$ cat src/rtl/instr_cache.sv
// Direct-mapped, read-only instruction cache with a word-at-a-time line refill.
// Hits answer combinationally; a miss stalls the fetch until the whole line is loaded.
module instr_cache #(
  parameter int LINES = 16,
  parameter int WORDS = 4
) (
  input  logic        CLK,
  input  logic        Reset,
  input  logic [31:0] PC,
  input  logic        Flush,
  output logic [31:0] Instr,
  output logic        Cache_Stall,
  output logic        Mem_Req,
  output logic [31:0] Mem_Addr,
  input  logic [31:0] Mem_RData,
  input  logic        Mem_Valid
);

  localparam int O = $clog2(WORDS);
  localparam int I = $clog2(LINES);
  localparam int T = 32 - O - I - 2;

  typedef enum logic {IDLE, REFILL} state_t;

  state_t           state_q, state_d;
  logic [O-1:0]     cnt_q, cnt_d;
  logic [T+I-1:0]   base_q, base_d;
  logic             discard_q, discard_d;
  logic [LINES-1:0] valid_q, valid_d;

  logic [T-1:0]  tagMem  [LINES];
  logic [31:0]   dataMem [LINES][WORDS];

  logic [O-1:0] pcOffset;
  logic [I-1:0] pcIndex;
  logic [T-1:0] pcTag;
  logic [I-1:0] fillIndex;
  logic         hit, memWrite, lastWord;
  logic         unusedPcBits;

  assign pcOffset     = PC[O+1:2];
  assign pcIndex      = PC[O+I+1:O+2];
  assign pcTag        = PC[31:O+I+2];
  assign unusedPcBits = ^PC[1:0];
  assign fillIndex    = base_q[I-1:0];

  assign hit         = (state_q == IDLE) && valid_q[pcIndex] && (tagMem[pcIndex] == pcTag);
  assign Instr       = hit ? dataMem[pcIndex][pcOffset] : 32'h0;
  assign Cache_Stall = !hit;
  assign Mem_Req     = (state_q == REFILL);
  assign Mem_Addr    = Mem_Req ? {base_q, cnt_q, 2'b00} : 32'h0;
  assign memWrite    = Mem_Req && Mem_Valid;
  // WORDS is a power of two, so the last word is the all-ones count.
  assign lastWord    = &cnt_q;

  always_comb begin
    state_d   = state_q;
    cnt_d     = cnt_q;
    base_d    = base_q;
    discard_d = discard_q;
    valid_d   = valid_q;
    case (state_q)
      IDLE: begin
        if (!hit) begin
          state_d          = REFILL;
          cnt_d            = '0;
          base_d           = {pcTag, pcIndex};
          // The victim line is dead as soon as it starts being overwritten.
          valid_d[pcIndex] = 1'b0;
        end
      end
      REFILL: begin
        if (Flush) discard_d = 1'b1;
        if (memWrite) begin
          cnt_d = cnt_q + 1'b1;
          if (lastWord) begin
            state_d   = IDLE;
            discard_d = 1'b0;
            if (!discard_q) valid_d[fillIndex] = 1'b1;
          end
        end
      end
    endcase
    // Flush overrides any valid bit the refill would set this edge.
    if (Flush) valid_d = '0;
  end

  always_ff @(posedge CLK or posedge Reset) begin
    if (Reset) begin
      state_q   <= IDLE;
      cnt_q     <= '0;
      base_q    <= '0;
      discard_q <= 1'b0;
      valid_q   <= '0;
    end else begin
      state_q   <= state_d;
      cnt_q     <= cnt_d;
      base_q    <= base_d;
      discard_q <= discard_d;
      valid_q   <= valid_d;
    end
  end

  // Storage arrays are deliberately left unreset; the valid bits guard them.
  always_ff @(posedge CLK) begin
    if (memWrite) begin
      dataMem[fillIndex][cnt_q] <= Mem_RData;
      if (lastWord) tagMem[fillIndex] <= base_q[T+I-1:I];
    end
  end

endmodule

$ cat config.mk
export PLATFORM = sky130hd
export DESIGN_NAME = instr_cache
export DESIGN_NICKNAME = d
export VERILOG_FILES = /design/src/rtl/instr_cache.sv
export SDC_FILE = /design/constraint.sdc
export NUM_CORES = 2
export LEC_CHECK = 0
export CAP_MARGIN = 20
export CORE_MARGIN = 4
export CORE_UTILIZATION = 60
export CTS_BUF_LIST = sky130_fd_sc_hd__clkbuf_4 sky130_fd_sc_hd__clkbuf_8 sky130_fd_sc_hd__clkbuf_16
export CTS_CLUSTER_DIAMETER = 60
export DETAILED_ROUTE_END_ITERATION = 10
export MAX_ROUTING_LAYER = met4
export PLACE_DENSITY_LB_ADDON = 0.12
export SETUP_SLACK_MARGIN = 0.02
export SYNTH_ARGS = -nofsm -noshare
export SYNTH_HDL_FRONTEND = slang
export SYNTH_SLANG_ARGS = --single-unit
$ cat constraint.sdc
create_clock -name CLK -period 8.7 [get_ports CLK]
set_input_delay 1.305 -clock CLK [delete_from_list [all_inputs] [get_ports CLK]]
set_output_delay 1.305 -clock CLK [all_outputs]
set_load 0.1 [all_outputs]
==> impl_results.md <==
- Mux share of post-synthesis cell area: 18.67%
- Worst stage delay on the critical path: 870 ps
- Num Clock Sinks: roughly 2.5k
- Cell Pwr Density: about 250 nW/µm²
- Main synth FF type: edfxtp_1
- Clk_lat worst skew: roughly 860 ps
- Hold Buf Count CTS: 0
- Worst R2R End: valid_q[13]$_DFFE_PP0P_
- First-pass GRT wire length: between 300000 and 400000 µm
- Simple logic cell fraction of the synthesized area: 1.559%
- WP depth: 10
- Buf+Inv Stages, Crit Path: 2
- Worst setup EP type: primary output
- CP Max Fanout: 79
- Post-synth EDFFs: between 2k and 2.5k
- Clock-pin slew on the worst setup and hold paths: 60 ps
- Share of cells above drive strength 1: 31.86%
- Post-DP HPWL: between 100000 and 150000 µm
- XOR/XNOR share of the synthesized area: less than 1%
- Transition time at the pin with the least slew margin: between 1000 and 1500 ps
- Clock H-tree levels: 4
- Worst Path Arrival: about 6000 ps
- Die width: ~410 µm
- DR WL/cell: 35.07 µm
- Synth async-reset ratio: 1.935%
- Die height: just over 400 µm
- Post-synthesis adder-cell area fraction: less than 1%
- P&R area growth vs syn: 12.89%
- Compound-Gate Fraction of Synth Area: about 1.2%
- Initial antenna violation count: 22
- Worst Setup SP: PC[4]
- DR iter-0 viols: 6302
- Maximum vdd drop: 0.4234 mV
- I/O Buffers: about 130
- Slew HR: about a quarter
- Critical hold path startpoint: discard_q$_DFFE_PP0P_
- Routability cong.: 0.8216
- Critical path destination: Instr[3]
- Via count: about 45k
- Site row count: around 150
- Max Cap Viol: 0
- Worst reg2reg path depth: 9
- Antenna Nets Post-Route: 0
- WS Path Type: in -> out
- TNS Setup: 0 ps
- DRC viols: 0
- Final hold violations: 0
- Leak pwr: roughly 34 nW
- Post-CTS Setup Repair Bufs: 0
- Top cells by count, synth: edfxtp_1 (2432), mux4_2 (736), clkbuf_1 (109)
- Flop-to-flop setup slack: around 4700 ps
- Worst flop-to-flop path startpoint: tagMem[1][15]$_DFFE_PP_
- Top-count cell post-synth: edfxtp_1
- Register area share after synthesis: roughly 77%
- YS warnings: 0
- Unique masters post-synth: 77
- GRT overflow: 0
- Yosys top cell by area: edfxtp_1
- GRT Total Usage: between 20% and 30%
- Total Power: ~27 mW
- Data required, critical path: between 7000 and 8000 ps
- Worst path top cell family by delay: simple AND/OR/NAND/NOR gates
- IO Pins: 134
- Root Buffer: clkbuf_16
- FF+latch count, synth: ~2.5k
- Die area: ~170000 µm²
- Fin crit share: approximately 84%
- CTS tree: built
- Nets@finish: 4400
- Status: finished, final reports clean
- Largest net degree at the start of global routing: roughly 150
- Crit path cell chain: buf_8 > nor2b_1 > a22oi_1 > nand2_1 > o311ai_0 > or4_1 > nor4_4 > and3_2 > and2_1 > buf_4
- Fmax: between 100 and 150 MHz
- CP Launch Type: primary input
- Post_cts resized: 0
- HP Class: reg -> reg
- Via density: about 7
- Post-DP Area: ~100000 µm²
- Largest family of logic cells by synthesized area: multiplexers
- DRT Pass-1 Iters: 7
- RSZ-0062 raised after global routing: no
- Number of global-route vias before repair: 45.19k
- Area share of the largest cell type after synthesis: about 76%
- Final setup vio count: 0
- Pins Over Slew Limit: 0
- Clk_skew: about 33 ps
- Final Critical Period: between 7000 and 8000 ps
- Core area: approximately 160000 µm²
- Ranking of synthesized cells by area: edfxtp_1 (76%), mux4_2 (17%), dfrtp_1 (1.2%)
- Slowest cell on crit path: and3_2
- Synth Instances: ~4.0k
- Longest Clk Path Bufs: 3
- Post-Syn Area: 96220 µm²
- Starting density of the core: between 60% and 70%
- CTS buffer count: 240
- Synth Area per Inst: approximately 24 µm²
- Fin area: ~110000 µm²
- Routed wire length: 231900 µm
## registers in the layout, indices dropped and copies added (netlist names)
name,count
discard_q,1
valid_q,16
base_q,28
dataMem,2048
cnt_q,2
Mem_Req,1
tagMem,384
## stage by stage
stage / cells / utilization [%] / hold slack, ps / worst slack, ps
finish: 6613 / 68.35 / 572.6 / 1408
global route: 6610 / 68.35 / 595.4 / 1154
CTS: 6577 / 67.95 / 567.5 / 1446
detailed placement: 6131 / 63.02 / 555.6 / 1449
global placement: 6131 / 63.02 / 524.1 / 1505
floorplan: 4046 / - / 505.7 / 2679
## placed cells by master (no fill, tap or decap), drive strengths merged, types with 7 or more instances in the layout
cell type	netlist	final
bufinv	0	22
buf	116	207
clkinv	0	102
clkdlybuf4s50	0	58
nand2	59	59
clkinvlp	0	7
xor2	7	7
mux2	35	35
diode	0	9
nor2	89	89
nand3	20	20
o21ai	22	22
a22oi	23	23
nor2b	17	17
xnor2	11	11
dfrtp	48	48
edfxtp	2432	2432
a32oi	8	8
a21oi	20	20
o221a	9	9
clkbuf	109	303
mux4	737	737
inv	17	29
nand4	7	7
mux2i	87	87
and2	66	66
## cell families (layout without fill, tap and decap cells)
| logic type | count (synthesis) | count (layout) |
|---|---|---|
| adder cells (fa/ha/maj) | 4 | 4 |
| flip-flops | 2480 | 2480 |
| AND/OR/NAND/NOR | 294 | 294 |
| other | 1 | 11 |
| XOR/XNOR | 18 | 18 |
| multiplexers | 859 | 859 |
| buffers and inverters | 242 | 728 |
| AO/OA/AOI/OAI | 147 | 147 |
## routing by layer
metal | vias up | share of wire, % | wire length [µm] | track usage (%)
met5 | - | 0 | 0 | -
met1 | 24360 | 40 | 92470 | 42.60
li1 | 17970 | - | - | -
met4 | 0 | 2.3 | 5225 | 6.431
met3 | 381 | 10 | 23670 | 6.492
met2 | 2374 | 48 | 110600 | 43.15
## where the power goes
| group | leakage [nW] | total [mW] | switching (mW) | internal, mW |
|---|---|---|---|---|
| Sequential | 22.5 | 14.2 | 0.377 | 13.8 |
| Clock | 3.92 | 10.3 | 4.34 | 5.95 |
| Combinational | 7.89 | 2.86 | 1.94 | 0.915 |
## worst register-to-register path, cell delays in order, from the launching register on
cell and delay [ps]:
edfxtp_1 350, mux4_1 500, mux2i_1 230, or3_1 150, o311ai_0 120, or4_1 630
nor4_4 580, and3_2 870, inv_2 210, a32o_1 280
## worst min path at each step
| stage | to | slack, ps | depth (start not counted) |
|---|---|---|---|
| 4_1_cts | discard_q$_DFFE_PP0P_ | 570 | 2 |
| 5_1_grt | discard_q$_DFFE_PP0P_ | 600 | 2 |
| 6_report | discard_q$_DFFE_PP0P_ | 570 | 2 |
| 3_5_place_dp | discard_q$_DFFE_PP0P_ | 560 | 2 |
| 3_3_place_gp | discard_q$_DFFE_PP0P_ | 520 | 2 |
| 2_1_floorplan | discard_q$_DFFE_PP0P_ | 510 | 2 |
## area by class of cell
class                           instances  area, µm²
Sequential cell                      2480      74230
Fill cell                            9646      50300
Multi-Input combinational cell       1324      21300
Clock buffer                          303       6534
Tap cell                             2072       2592
Timing Repair Buffer                  265       2572
Clock inverter                        143       1316
Inverter                               17      63.81
Antenna cell                            9      22.52
No activity file was read; power rests on OpenSTA's default activity.
